## config.mk

```make
export PLATFORM = sky130hd
export DESIGN_NAME = udp_pixel_stream_writer
export DESIGN_NICKNAME = d
export VERILOG_FILES = /design/src/rtl/udp_pixel_stream_writer.sv
export SDC_FILE = /design/constraint.sdc
export NUM_CORES = 1
export LEC_CHECK = 0
export CORE_MARGIN = 2
export CORE_UTILIZATION = 40
export DETAILED_ROUTE_END_ITERATION = 8
export GPL_TIMING_DRIVEN = 0
export PLACE_DENSITY = 0.84
export SLEW_MARGIN = 0
export SYNTH_ARGS = -nofsm -noshare
export SYNTH_HDL_FRONTEND = slang
export SYNTH_SLANG_ARGS = --single-unit
```

## constraint.sdc

```tcl
create_clock -name clock -period 6.89 [get_ports clock]
set_input_delay 1.378 -clock clock [delete_from_list [all_inputs] [get_ports clock]]
set_output_delay 1.378 -clock clock [all_outputs]
set_load 0.005 [all_outputs]
```

## src/rtl/udp_pixel_stream_writer.sv

```systemverilog
// udp_pixel_stream_writer
//   Turns the UDP core's source stream into panel write commands. Each beat
//   carries one payload byte. Bytes are assembled MSB-first into fixed-size
//   pixel words. Every complete word becomes one RGB write, issued to the set
//   of panels selected by the low bits of the destination port. A packet is
//   dropped when its destination port does not match or when it carries a
//   beat with an error flag.
//
//   Optional feature: define UDP_PIXEL_STATS_EN to add the packet counters
//   pkt_ok_count / pkt_drop_count. Without the macro these ports and their
//   counters do not exist, and nothing else changes.
//
// Ports
//   clock                  in   single clock, posedge
//   reset                  in   asynchronous, active-high
//   udp_source_valid       in   beat valid
//   udp_source_last        in   last beat of the packet
//   udp_source_ready       out  beat accept (high from the first clock after reset)
//   udp_source_src_port    in   unused
//   udp_source_dst_port    in   [15:8] must equal PORT_MSB, [NUM_PANELS-1:0] panel mask
//   udp_source_ip_address  in   unused
//   udp_source_length      in   unused
//   udp_source_data        in   payload byte in [7:0]
//   udp_source_error       in   nonzero marks a corrupt beat
//   ctrl_en                out  one-cycle write strobe per panel
//   ctrl_wr                out  constant write-RGB command
//   ctrl_addr              out  pixel address, zero-extended
//   ctrl_wdat              out  {R,G,B}, each channel zero-extended to 8 bits
//   led_reg                out  toggles once per accepted packet
//   pkt_ok_count           out  accepted packets   (UDP_PIXEL_STATS_EN only)
//   pkt_drop_count         out  dropped packets    (UDP_PIXEL_STATS_EN only)

module udp_pixel_stream_writer #(
    parameter logic [7:0] PORT_MSB   = 8'h66,
    parameter int         NUM_PANELS = 6,
    parameter int         ADDR_W     = 14,
    parameter int         COLOR_W    = 6,
    parameter int         WORD_BYTES = 4
) (
    input  logic                  clock,
    input  logic                  reset,
    input  logic                  udp_source_valid,
    input  logic                  udp_source_last,
    output logic                  udp_source_ready,
    input  logic [15:0]           udp_source_src_port,
    input  logic [15:0]           udp_source_dst_port,
    input  logic [31:0]           udp_source_ip_address,
    input  logic [15:0]           udp_source_length,
    input  logic [31:0]           udp_source_data,
    input  logic [3:0]            udp_source_error,
    output logic [NUM_PANELS-1:0] ctrl_en,
    output logic [3:0]            ctrl_wr,
    output logic [15:0]           ctrl_addr,
    output logic [23:0]           ctrl_wdat,
    output logic                  led_reg
`ifdef UDP_PIXEL_STATS_EN
    ,
    output logic [15:0]           pkt_ok_count,
    output logic [15:0]           pkt_drop_count
`endif
);

    localparam int WORD_W = 8 * WORD_BYTES;
    localparam int CNT_W  = $clog2(WORD_BYTES + 1);

    typedef enum logic [1:0] {
        IDLE = 2'd0,
        DATA = 2'd1,
        DROP = 2'd2
    } state_t;

    state_t                state_q, state_d;
    logic [CNT_W-1:0]      byte_cnt_q, byte_cnt_d;
    logic [WORD_W-1:0]     word_q, word_d;
    logic [NUM_PANELS-1:0] mask_q, mask_d;
    logic                  ready_q;
    logic [NUM_PANELS-1:0] ctrl_en_q, ctrl_en_d;
    logic [15:0]           ctrl_addr_q, ctrl_addr_d;
    logic [23:0]           ctrl_wdat_q, ctrl_wdat_d;
    logic                  led_q, led_d;
    logic                  pkt_ok_inc, pkt_drop_inc;

    logic                  beat;
    logic                  port_ok;
    logic                  beat_err;
    logic [WORD_W-1:0]     word_shift;
    logic [CNT_W-1:0]      cnt_inc;
    logic                  take_byte;
    logic                  clear_cnt;

    // Fields of an assembled word, MSB first: addr, R, G, B, then ignored pad.
    function automatic logic [15:0] word_addr(input logic [WORD_W-1:0] w);
        logic [ADDR_W-1:0] a;
        a = w[WORD_W-1 -: ADDR_W];
        return 16'(a);
    endfunction

    function automatic logic [23:0] word_rgb(input logic [WORD_W-1:0] w);
        logic [COLOR_W-1:0] r, g, b;
        r = w[WORD_W-1-ADDR_W -: COLOR_W];
        g = w[WORD_W-1-ADDR_W-COLOR_W -: COLOR_W];
        b = w[WORD_W-1-ADDR_W-2*COLOR_W -: COLOR_W];
        return {8'(r), 8'(g), 8'(b)};
    endfunction

    assign beat       = udp_source_valid && ready_q;
    assign port_ok    = (udp_source_dst_port[15:8] == PORT_MSB);
    assign beat_err   = |udp_source_error;
    assign word_shift = (word_q << 8) | WORD_W'(udp_source_data[7:0]);
    assign cnt_inc    = byte_cnt_q + CNT_W'(1);

    // Inputs that carry nothing this engine needs.
    logic unused_inputs;
    assign unused_inputs = ^{udp_source_src_port, udp_source_ip_address,
                             udp_source_length, udp_source_data[31:8],
                             udp_source_dst_port[7:0]};

    always_comb begin
        state_d      = state_q;
        byte_cnt_d   = byte_cnt_q;
        word_d       = word_q;
        mask_d       = mask_q;
        ctrl_en_d    = '0;
        ctrl_addr_d  = ctrl_addr_q;
        ctrl_wdat_d  = ctrl_wdat_q;
        led_d        = led_q;
        pkt_ok_inc   = 1'b0;
        pkt_drop_inc = 1'b0;
        take_byte    = 1'b0;
        clear_cnt    = 1'b0;

        case (state_q)
            IDLE: begin
                if (beat) begin
                    if (port_ok && !beat_err) begin
                        mask_d = udp_source_dst_port[NUM_PANELS-1:0];
                        if (udp_source_last) begin
                            // Single-beat packet: accepted but the lone byte
                            // can never form a word, so it is discarded.
                            clear_cnt  = 1'b1;
                            led_d      = ~led_q;
                            pkt_ok_inc = 1'b1;
                        end else begin
                            take_byte = 1'b1;
                            state_d   = DATA;
                        end
                    end else if (udp_source_last) begin
                        pkt_drop_inc = 1'b1;
                    end else begin
                        state_d = DROP;
                    end
                end
            end

            DATA: begin
                if (beat) begin
                    if (beat_err) begin
                        clear_cnt = 1'b1;
                        if (udp_source_last) begin
                            state_d      = IDLE;
                            pkt_drop_inc = 1'b1;
                        end else begin
                            state_d = DROP;
                        end
                    end else begin
                        take_byte = 1'b1;
                        if (udp_source_last) begin
                            // A word completed by this beat is still written;
                            // any leftover partial word is thrown away.
                            state_d    = IDLE;
                            clear_cnt  = 1'b1;
                            led_d      = ~led_q;
                            pkt_ok_inc = 1'b1;
                        end
                    end
                end
            end

            DROP: begin
                if (beat && udp_source_last) begin
                    state_d      = IDLE;
                    pkt_drop_inc = 1'b1;
                end
            end

            default: begin
                state_d   = IDLE;
                clear_cnt = 1'b1;
            end
        endcase

        if (take_byte) begin
            word_d = word_shift;
            if (cnt_inc == CNT_W'(WORD_BYTES)) begin
                byte_cnt_d  = '0;
                ctrl_en_d   = mask_d;
                ctrl_addr_d = word_addr(word_shift);
                ctrl_wdat_d = word_rgb(word_shift);
            end else begin
                byte_cnt_d = cnt_inc;
            end
        end

        if (clear_cnt) begin
            byte_cnt_d = '0;
        end
    end

    always_ff @(posedge clock or posedge reset) begin
        if (reset) begin
            state_q     <= IDLE;
            byte_cnt_q  <= '0;
            mask_q      <= '0;
            ready_q     <= 1'b0;
            ctrl_en_q   <= '0;
            ctrl_addr_q <= '0;
            ctrl_wdat_q <= '0;
            led_q       <= 1'b1;
        end else begin
            state_q     <= state_d;
            byte_cnt_q  <= byte_cnt_d;
            mask_q      <= mask_d;
            ready_q     <= 1'b1;
            ctrl_en_q   <= ctrl_en_d;
            ctrl_addr_q <= ctrl_addr_d;
            ctrl_wdat_q <= ctrl_wdat_d;
            led_q       <= led_d;
        end
    end

    // Assembly shift register: only meaningful bytes are ever read out, so it
    // needs no reset.
    always_ff @(posedge clock) begin
        word_q <= word_d;
    end

    assign udp_source_ready = ready_q;
    assign ctrl_en          = ctrl_en_q;
    assign ctrl_wr          = 4'b0111;
    assign ctrl_addr        = ctrl_addr_q;
    assign ctrl_wdat        = ctrl_wdat_q;
    assign led_reg          = led_q;

`ifdef UDP_PIXEL_STATS_EN
    logic [15:0] pkt_ok_q, pkt_drop_q;

    always_ff @(posedge clock or posedge reset) begin
        if (reset) begin
            pkt_ok_q   <= '0;
            pkt_drop_q <= '0;
        end else begin
            if (pkt_ok_inc) begin
                pkt_ok_q <= pkt_ok_q + 16'd1;
            end
            if (pkt_drop_inc) begin
                pkt_drop_q <= pkt_drop_q + 16'd1;
            end
        end
    end

    assign pkt_ok_count   = pkt_ok_q;
    assign pkt_drop_count = pkt_drop_q;
`else
    logic unused_stats;
    assign unused_stats = pkt_ok_inc ^ pkt_drop_inc;
`endif

endmodule
```

# Yosys cells after proc, flatten, opt, wreduce, memory -nomap -nowiden
# Cells that the tools add are included.
# W data, S select, Z words.
# classes
addsub	1
muxes	36
eq_ne	11
bitwise_logic	2
n_reduce_logical	11
# op_table
cell	count
$or A32 B8 Y32	1
$mux W6	5
$mux W2	9
$mux W1	15
$ne A2 B2 Y1 const B	6
$reduce_and A5 Y1	2
$mux W3	3
$eq A8 B7 Y1 const B	1
$pmux W2 S3	1
$pmux W1 S2	2
$reduce_bool A2 Y1	2
$reduce_or A4 Y1	1
$add A3 B1 Y3 const B	1
$eq A3 B3 Y1 const B	1
$logic_and A1 B1 Y1	3
$ne A3 B3 Y1 const B	1
$pmux W1 S3	1
$eq A2 B1 Y1 const B	1
$eq A2 B2 Y1 const B	1
$logic_not A2 Y1	1
$reduce_and A2 Y1	1
$logic_not A1 Y1	1
$not A1 Y1	1
# word_totals
reg_bits	75
word_cells	70
output_inout_bits	52
in_bits	120

# Logic depth before layout (Yosys ltp)
# depth
word_depth	8
depth_mapped	7

# Worst setup path after synthesis
# No wires, ideal clock.
# synth_timing
path_type	in2reg
start	in udp_source_error[1]
end	reg word_q[0], enable pin
path_slack_ns	3.150
setup_time_ns	0.405
t_required_ns	6.485
stages	4
arrival_ns	3.335
cell_sequence	or4_4 buf_6 or2_4 nor2_1
# synth_between
elab_chain_len	6
# synth_rtl
item	line	text
from (decl)	50	input logic [3:0] udp_source_error,
$reduce_or A4 Y1 (*)	108	assign beat_err = |udp_source_error;
$logic_not A1 Y1	135	if (port_ok && !beat_err) begin
$logic_and A1 B1 Y1	135	
$mux W1	135	
$mux W1	134	if (beat) begin
$pmux W1 S2 (*)	132	case (state_q)
named net take_byte	88	logic take_byte;
to (signal assigned)	234	word_q <= word_d;
to (decl)	74	logic [WORD_W-1:0] word_q, word_d;
# The timed path passes the listed nets; every way through them passes the cells marked *.
# A chain may end at the register's enable or synchronous reset.

# Worst setup path in the final report
# layout_timing
start	in udp_source_error[1]
end	reg word_q[12], enable pin
# The elaborated chain is that of the path after synthesis.

==> metrics.md <==
| Metric | Value |
|---|---|
| Most flop-heavy register | word_q |
| Post-CTS setup repair buffer count | 0 |
| Synth Instances | 200 |
| Distinct cells, synth | 38 |
| Area growth from synthesis to layout | 38.6% |
| Worst min path class | reg -> reg |
| CTS Hold Buffers Added | 0 |
| Relative slew slack | 51.3% |
| CTS Buf Count | 9 |
| # diodes | 0 |
| Clock root buffer | clkbuf_8 |
| Via Count | 1869 |
| Cell Pwr Density | 222 nW/um^2 |
| CTS clk-pin slew, worst paths | 0.07 ns |
| Crit share post-route | 49.0% |
| Area contributors post-synth | dfrtp_1 43%, edfxtp_1 25%, mux2_2 11%, buf_4 3.8%, nand3_1 1.5% |
| Worst EP arrival | 3.42 ns |
| HP Start | word_q[15] |
| Slowest cell on the critical path | or4_4 |
| Sequential area share after synthesis | 68.0% |
| Post-CTS sizing | 0 |
| Switching power | 0.000179 W |
| Worst Hold Path EP | word_q[23] |
| Pre-CTS WS | 3.12 ns |
| CP Class | in -> reg |
| Async set-reset flop share out of synthesis | 68.0% |
| Worst-path cell chain | clkdlybuf4s50_1, or4_4, buf_6, or2_4, nor2_2, buf_8 |
| Drc violations | 0 |
| Final Max Tran Viols | 0 |
| Top cell type's share of synthesized area | 42.6% |
| EDFF count, synth | 24 |
| Worst path buffer plus inverter count | 3 |
| Die ar. | 8050 um^2 |
| Initial core utilization | 40.9% |
| CP startpoint kind | primary input |
| Worst R2R Setup Slack | 4.85 ns |
| First-pass GRT wire length | 9560 um |
| Post-synth top area cell | dfrtp_1 |
| Comb power frac | 4.7% |
| Min Tclk post-route | 3.38 ns |
| Synth warn | 0 |
| Status | finished clean |
| Clock sinks | 75 |
| Grt ovf | 0 |
| Row count | 31 |
| Mapped Area | 2940 um^2 |
| Drt total wl | 5750 um |
| Least-Margin Pin Slew | 0.711 ns |
| Clock share of power | 44.2% |
| Vias in the first global route | 1950 |
| Largest net degree at the start of global routing | 27 |
| Maximum fanout along the worst path | 16 |
| Post-DR wirelength/cell | 14.5 um |
| Switching Share | 19.9% |
| Initial antenna violation count | 0 |
| Clk_lat worst skew | 0.34 ns |
| Setup Viol. Count Final | 0 |
| VDD IR max | 0.129 mV |
| Core footprint | 7180 um^2 |
| Setup TNS Final | 0 ns |
| FMAX | 0.296 GHz |
| Worst hold stages | 0 |
| Maxcap violations | 0 |
| Delay-heaviest family, CP | simple AND/OR/NAND/NOR gates |
| Hold Vio Cnt, Final | 0 |
| Syn Area/Cell | 14.7 um^2 |
| Initial drt markers | 87 |
| Share of power burned in registers | 51.1% |
| H-Tree Depth | 3 |
| Share of layout cells above drive strength 1 | 24.5% |
| Post-synthesis register bit count | 75 |
| Clock skew | 0.00709 ns |
| Routability cong. | 0.816 |
| DP HPWL | 4300 um |
| CP peak stage delay | 0.53 ns |
| Pint | 0.000723 W |
| WP depth | 6 |
| RSZ-0062 raised after global routing | no |
| Required time worst endpoint | 6.93 ns |
| Dominant synthesized flop cell | dfrtp_1 |
| Final ANT Viol Nets | 0 |
| Die W | 89.7 um |
| Max clock buf depth | 2 |
| Ports | 172 |
| FF-to-FF End | word_q[12] |
| CTS tree | done |
| GRT Resource Usage Total | 15.2% |
| Final #Nets | 415 |
| Routed vias/inst | 4.71 |
| Setup crit end kind | flop |
| Leak | 1.79 nW |
| Final setup margin | 3.51 ns |
| Largest register FFs | 24 |
| FF-to-FF path depth | 4 |
| Chip Height | 89.7 um |
| DR pass1 iterations | 4 |
| R2R Path Start | state_q[1] |
| # port buffers | 69 |
[power by group through the flow]
stage	clock (W)	sequential, W	combinational, W
6_report	0.000399	0.000461	0.0000421
4_1_cts	0.000409	0.000461	0.0000424
2_1_floorplan	0	0.000470	0.0000183
3_5_place_dp	0	0.000471	0.0000422
5_1_grt	0.000426	0.000462	0.0000466
3_3_place_gp	0	0.000470	0.0000396
[final cells by class]
cell class	count	area, um^2
fillers	610	3100
flip-flops and latches	75	2000
multi-input cells	114	836
repair buffers	71	726
plain buffers	19	136
clock buffers	9	124
well taps	99	124
clock inverters	7	116
inverters	3	11.3
[per-stage QoR]
stage                     cells  utilization [%]  hold slack [ns]  total power (W)  instance area, um^2
final                       397             56.7            0.449         0.000902                 4070
after global routing        397             56.7            0.455         0.000934                 4070
after CTS                   397             56.7            0.451         0.000912                 4070
after detailed placement    381             53.4            0.431         0.000513                 3830
after global placement      379             52.9            0.424         0.000510                 3790
after floorplan             211                -            0.420         0.000488                 2980
[worst max path at each step]
stage	from	to	slack [ns]
floorplan	udp_source_error[1]	word_q[0]	3.15
global route	udp_source_error[1]	word_q[12]	3.45
finish	udp_source_error[1]	word_q[12]	3.51
detailed placement	udp_source_error[1]	word_q[21]	3.12
global placement	udp_source_error[1]	word_q[21]	2.21
CTS	udp_source_error[1]	word_q[12]	3.49
[cell usage in the layout, fill, tap and decap left out, types with 2 or more instances in the layout]
cell type,n
a21oi_1,7
a22oi_1,4
a31oi_1,3
and4bb_2,2
buf_4,15
bufinv_16,3
clkbuf_1,2
clkbuf_8,9
clkdlybuf4s50_1,69
clkinvlp_4,3
conb_1,13
dfrtp_1,50
edfxtp_1,24
ha_1,2
inv_1,2
mux2_1,2
mux2_2,30
nand2_1,8
nand3_1,9
nor2_1,4
nor2_2,2
nor3_1,2
o21ai_0,9
xor2_1,2
[synth_stat cells (2+ instances only)]
library cell,count
a21oi_1,7
a22oi_1,4
a31oi_1,3
and4bb_2,2
buf_4,15
clkbuf_1,2
conb_1,2
dfrtp_1,50
edfxtp_1,24
ha_1,2
inv_1,3
mux2_1,2
mux2_2,30
nand2_1,8
nand3_1,9
nor2_1,5
nor3_1,2
o21ai_0,9
xor2_1,2
[cells by family after synthesis]
kind of cell,Yosys count,share of synthesized area (%)
xor gates and xnor gates,2,0.596
adders and majority gates,2,0.852
and+or+nand+nor,37,7.24
other,2,0.256
buffers and inverters,22,5.03
AOI/OAI and AO/OA,28,5.75
DFF,75,68.0
muxes,32,12.3
[per-layer routing]
metal  up-vias  wire length [um]  GRT usage (%)
met5         -                 0              0
met4         0               119           7.31
met3        10               210           4.19
met2        52              3040           26.5
met1       919              2380           17.2
li1        888                 -              -
(Power assumes the default switching activity.)
==> edit 1: new RTL, config.mk and constraints unchanged <==
`NUM_PANELS`: 6 -> 12.
--- a/src/rtl/udp_pixel_stream_writer.sv
+++ b/src/rtl/udp_pixel_stream_writer.sv
@@ -33,5 +33,5 @@
 module udp_pixel_stream_writer #(
     parameter logic [7:0] PORT_MSB   = 8'h66,
-    parameter int         NUM_PANELS = 6,
+    parameter int         NUM_PANELS = 12,
     parameter int         ADDR_W     = 14,
     parameter int         COLOR_W    = 6,
Ports: changed (resized ctrl_en); port bits go from 172 to 178. The function was not compared with the original's and may differ.
==> edit 1 against the original RTL <==
Design area is 17% higher; clock skew is 0.0060 ns higher; wire length is 11% higher; area after synthesis is 22% higher; critical path depth is 2 lower; total power is 7.8% higher; sequential cell count is 12 higher; register-to-register slack worse by 0.23 ns; worst hold slack better by 0.0045 ns; worst setup slack better by 0.014 ns; sequential share of layout area is 1.0 points lower; largest power group unchanged.
==> edit 1: results (changes against the original RTL) <==
- Share of synthesized area occupied by flip-flops and latches: 64.32% (was 68.02%)
- Leakage power: 2.062 nW (was 1.785 nW)
- Vias in the first global route: 2,193 (was 1,950)
- Combinational gate power: 0.0000436 W (was 0.0000421 W)
- Dpl cell area: 4558 um2 (was 3831 um2)
- Global router's overall resource usage: 13.88% (was 15.16%)
- First-pass GRT wire length: 10.83 mm (was 9.563 mm)
- Final-stage net count: 438 (was 415)
- Initial antenna violation count: 0 (unchanged)
- WL per Instance: 14.92 um (was 14.49 um)
- Max-Slew Margin vs Limit: 53.77% (was 51.35%)
- Post-synth ARST share: 72.41% (was 68.00%)
- Switching fraction of total power: 21.41% (was 19.89%)
- Highest net fanout along the worst path: 13 (was 16)
- Fraction of final layout cells sized beyond drive strength 1: 29.28% (was 24.50%)
- Cell at the root of the clock tree: clkbuf_8 (unchanged)
- Part of the total power dissipated in sequential elements: 54.7% (was 51.1%)
- Number of violations reported at the end of detailed-routing iteration 0: 96 (was 87)
- Port Buf Inserts: 77 (was 69)
- Number of vias per cell: 4.788 (was 4.708)
- Result of the run: complete, no violations (unchanged)
- Most instantiated cells after synthesis: 62 x dfrtp_1, 30 x mux2_4, 24 x edfxtp_1 (was 50 x dfrtp_1, 30 x mux2_2, 24 x edfxtp_1)
- Power in sequential cells: 0.000532 W (was 0.000461 W)
- Cell types with the largest area share after synthesis: dfrtp_1 43%, edfxtp_1 20%, mux2_4 13% (was dfrtp_1 43%, edfxtp_1 25%, mux2_2 11%)
- Reg-to-reg setup timing slack: 4.62 ns (was 4.85 ns)
- Clk_skew: 0.01311 ns (was 0.007095 ns)
- Total of fill cells in the finished design: 718 (was 610)
- GP Congestion: 0.8017 (was 0.8161)
- Unique cell type count in the Yosys netlist: 42 (was 38)
- Hold path cells: 1 (was 0)
- Number of cells on the worst reg-to-reg path: 5 (was 4)
- Clk pin slew, worst setup/hold paths: 0.09 ns (was 0.07 ns)
- Largest net degree at the start of global routing: 40 (was 27)
- HPWL after detailed placement: 4.624 mm (was 4.295 mm)
- IR drop worst, VDD: 0.1121 mV (was 0.1285 mV)
-- edit 1: metal layers --
| layer | track usage [%] | routed length [um] | vias up |
|---|---|---|---|
| li1 | - | - | 951 |
| met1 | 17.75 | 2732 | 1033 |
| met2 | 23.29 | 3286 | 58 |
| met3 | 2.908 | 275 | 12 |
| met4 | 5.374 | 106 | 0 |
| met5 | 0 | 0 | - |
-- edit 1: worst paths after layout --
path                                     start          to
setup / recovery           udp_source_error[1]  word_q[18]
hold / removal                       mask_q[9]   mask_q[9]
setup reg to reg                    state_q[1]  word_q[18]
hold reg to reg                      mask_q[9]   mask_q[9]
max in group asynchronous                reset     led_reg
min in group asynchronous                reset   mask_q[9]
-- edit 1: critical path, stage by stage --
cell and delay, ns:
clkdlybuf4s50_1 0.46, or4_2 0.74, nor2_2 0.59, buf_8 0.24
-- edit 1: logic make-up after synthesis --
family | after synthesis | synth area share [%]
other | 2 | 0.2102
XOR/XNOR | 2 | 0.4903
flip-flops | 87 | 64.32
buffers and inverters | 21 | 5.217
AND/OR/NAND/NOR | 42 | 9.104
adder cells (fa/ha/maj) | 2 | 0.7002
multiplexers | 40 | 15.76
AO/OA/AOI/OAI | 19 | 4.202
-- edit 1: stage by stage --
step	instances	hold WS, ns	utilization (%)	setup WS, ns
floorplan	226	0.4204	-	3.350
finish	429	0.4536	55.12	3.526
global placement	411	0.4296	52.09	2.324
CTS	429	0.4580	55.12	3.528
detailed placement	413	0.4356	52.52	3.160
global route	429	0.4648	55.12	3.426
-- edit 1: area by class of cell --
cell class | instances | area share, %
tap | 108 | 2.825
sequential | 87 | 48.05
inverter | 2 | 0.1569
buffer | 19 | 3.741
clock inverter | 7 | 2.119
multi-input combinational | 118 | 23.67
timing repair buffer | 79 | 16.85
clock buffer | 9 | 2.590
==> edit 2: new RTL, same settings <==
Without the edit above. Re-encode `state_t` (3 states) as one-hot, 3 bits wide.
--- a/src/rtl/udp_pixel_stream_writer.sv
+++ b/src/rtl/udp_pixel_stream_writer.sv
@@ -64,8 +64,8 @@
     localparam int CNT_W  = $clog2(WORD_BYTES + 1);
 
-    typedef enum logic [1:0] {
-        IDLE = 2'd0,
-        DATA = 2'd1,
-        DROP = 2'd2
+    typedef enum logic [2:0] {
+        IDLE = 3'b001,
+        DATA = 3'b010,
+        DROP = 3'b100
     } state_t;
 
Function: same outputs for any inputs over 4 cycles, from zero or initial values and one cycle with reset high; so few cycles prove little.
==> edit 2 against the original RTL <==
Die area up 3.3%; via count grew 4.5%; design area increased by 0.86%; sequential cell count grew 1; worst hold slack gained 0.0037 ns; worst setup slack worse by 0.33 ns; area after synthesis is 3.4% higher; core utilization down 0.43 points; first-iteration DRC count is 44% lower; cell count is 2.8% higher; wire length rose by 2.7%; highest routed layer unchanged.
Power is not compared: it rests on default switching activity, and its combinational part moved more than twofold at a synthesized area within 25%.
==> edit 2: results (changes against the original RTL) <==
- Resize count post-CTS: 0 (unchanged)
- Reg-to-reg setup timing slack: 4.31 ns (was 4.85 ns)
- Share of synthesized area occupied by flip-flops and latches: 66.61% (was 68.02%)
- First-pass GRT wire length: 9.701 mm (was 9.563 mm)
- Highest net fanout along the worst path: 10 (was 16)
- Global router's overall resource usage: 15.18% (was 15.16%)
- DRT antenna net count: 0 (unchanged)
- Area taken by flip-flops and latches: 2024 um2 (was 1998 um2)
- Number of clock-tree buffers in the layout: 11 (was 9)
- Count of multi-input combinational gates: 125 (was 114)
- Reg-to-Reg End: ctrl_addr[8] (was word_q[12])
- Maximum clock path buffer count: 2 (unchanged)
- Max-Slew Margin vs Limit: 47.63% (was 51.35%)
- Number of violations reported at the end of detailed-routing iteration 0: 49 (was 87)
- Syn. warnings: 0 (unchanged)
- Clk_skew: 0.007793 ns (was 0.007095 ns)
- Synth Register Bits: 76 (was 75)
- Final-stage net count: 426 (was 415)
- Number of vias per cell: 4.787 (was 4.708)
- Number of levels the H-tree was split into: 3 (unchanged)
- Data buffer area share: 21.05% (was 21.17%)
- Fraction of final layout cells sized beyond drive strength 1: 23.30% (was 24.50%)
- Total iterations of the first detailed-routing run: 4 (unchanged)
- Worst-case hold path end point: word_q[22] (was word_q[23])
- Most instantiated cells after synthesis: 50 x dfrtp_1, 31 x mux2_2, 24 x edfxtp_1 (was 50 x dfrtp_1, 30 x mux2_2, 24 x edfxtp_1)
- Endpoint type of the worst setup path: flop (unchanged)
- Initial antenna violation count: 0 (unchanged)
- Count of inverters not on the clock network in the layout: 2 (was 3)
- Cell types with the largest area share after synthesis: dfrtp_1 41%, edfxtp_1 24%, mux2_2 11% (was dfrtp_1 43%, edfxtp_1 25%, mux2_2 11%)
- GP Congestion: 0.8243 (was 0.8161)
- Clk pin slew, worst setup/hold paths: 0.07 ns (about the same)
- Multi-input logic portion of the cell area: 22.21% (was 20.53%)
- Largest net degree at the start of global routing: 30 (was 27)
- Most flop-heavy register: word_q (unchanged)
- Post-synth ARST share: 68.42% (was 68.00%)
- Total of fill cells in the finished design: 612 (was 610)
- Number of cells on the worst reg-to-reg path: 6 (was 4)
- Port Buf Inserts: 69 (unchanged)
- Vias in the first global route: 1,995 (was 1,950)
- WL per Instance: 14.48 um (was 14.49 um)
- Result of the run: complete, no violations (unchanged)
- Unique cell type count in the Yosys netlist: 39 (was 38)
- HPWL after detailed placement: 4.267 mm (was 4.295 mm)
- Source of the worst hold timing path: word_q[14] (was word_q[15])
- Crit path from: udp_source_dst_port[14] (was udp_source_error[1])
- Proportion of cell area spent on the clock network: 4.235% (was 5.900%)
- R2R Path Start: state_q[2] (was state_q[1])
-- edit 2: changes by cell type after synthesis, moves of 2 or more --
cell and change:
buf_4 -3, buf_6 +2, nand2_1 +2, nor2_1 +2, and4bb_2 -2, a21oi_1 +2
nor3b_1 +2, or3_1 +2, a22oi_1 -3, xnor2_1 +3, nor4bb_1 +2, clkbuf_1 +2
-- edit 2: report_power, final --
group	leakage, nW	internal (W)	switching (W)
Combinational	0.764	0.0000434	0.0000442
Clock	0.0949	0.000142	0.000160
Sequential	0.932	0.000473	0.00000449
-- edit 2: layer usage --
layer / vias up / GRT usage (%) / wire length (um)
met4: 0 / 8.712 / 133
met3: 9 / 2.656 / 257
met5: - / 0 / 0
met2: 57 / 24.69 / 2940
met1: 950 / 19.14 / 2575
li1: 937 / - / -
-- edit 2: logic make-up (layout without fill, tap and decap cells) --
| group | count (synthesis) | in the layout | synth area share, % |
|---|---|---|---|
| simple gates | 43 | 43 | 8.234 |
| other cells | 2 | 13 | 0.2471 |
| fa+ha+maj | 2 | 2 | 0.8233 |
| flops | 76 | 76 | 66.61 |
| buf+inv | 21 | 108 | 4.817 |
| xor+xnor | 5 | 5 | 1.441 |
| mux | 32 | 32 | 11.86 |
| compound gates | 30 | 30 | 5.970 |
-- edit 2: worst max-delay path: stages --
cell and delay, ns:
clkdlybuf4s50_1 0.46, nor4bb_1 0.69, a31oi_1 0.41, nor3_4 0.42
buf_6 0.22, mux2_2 0.34
-- edit 2: through the flow --
step	util [%]	instance area, um2	setup WS [ns]	hold slack (ns)	std cells
after floorplan	-	3080	2.945	0.4204	222
final	56.31	4106	3.183	0.4528	408
after CTS	56.31	4106	3.207	0.4506	408
after global placement	53.41	3895	1.994	0.4263	390
after detailed placement	53.93	3933	2.887	0.4313	392
after global routing	56.31	4106	3.035	0.4549	408
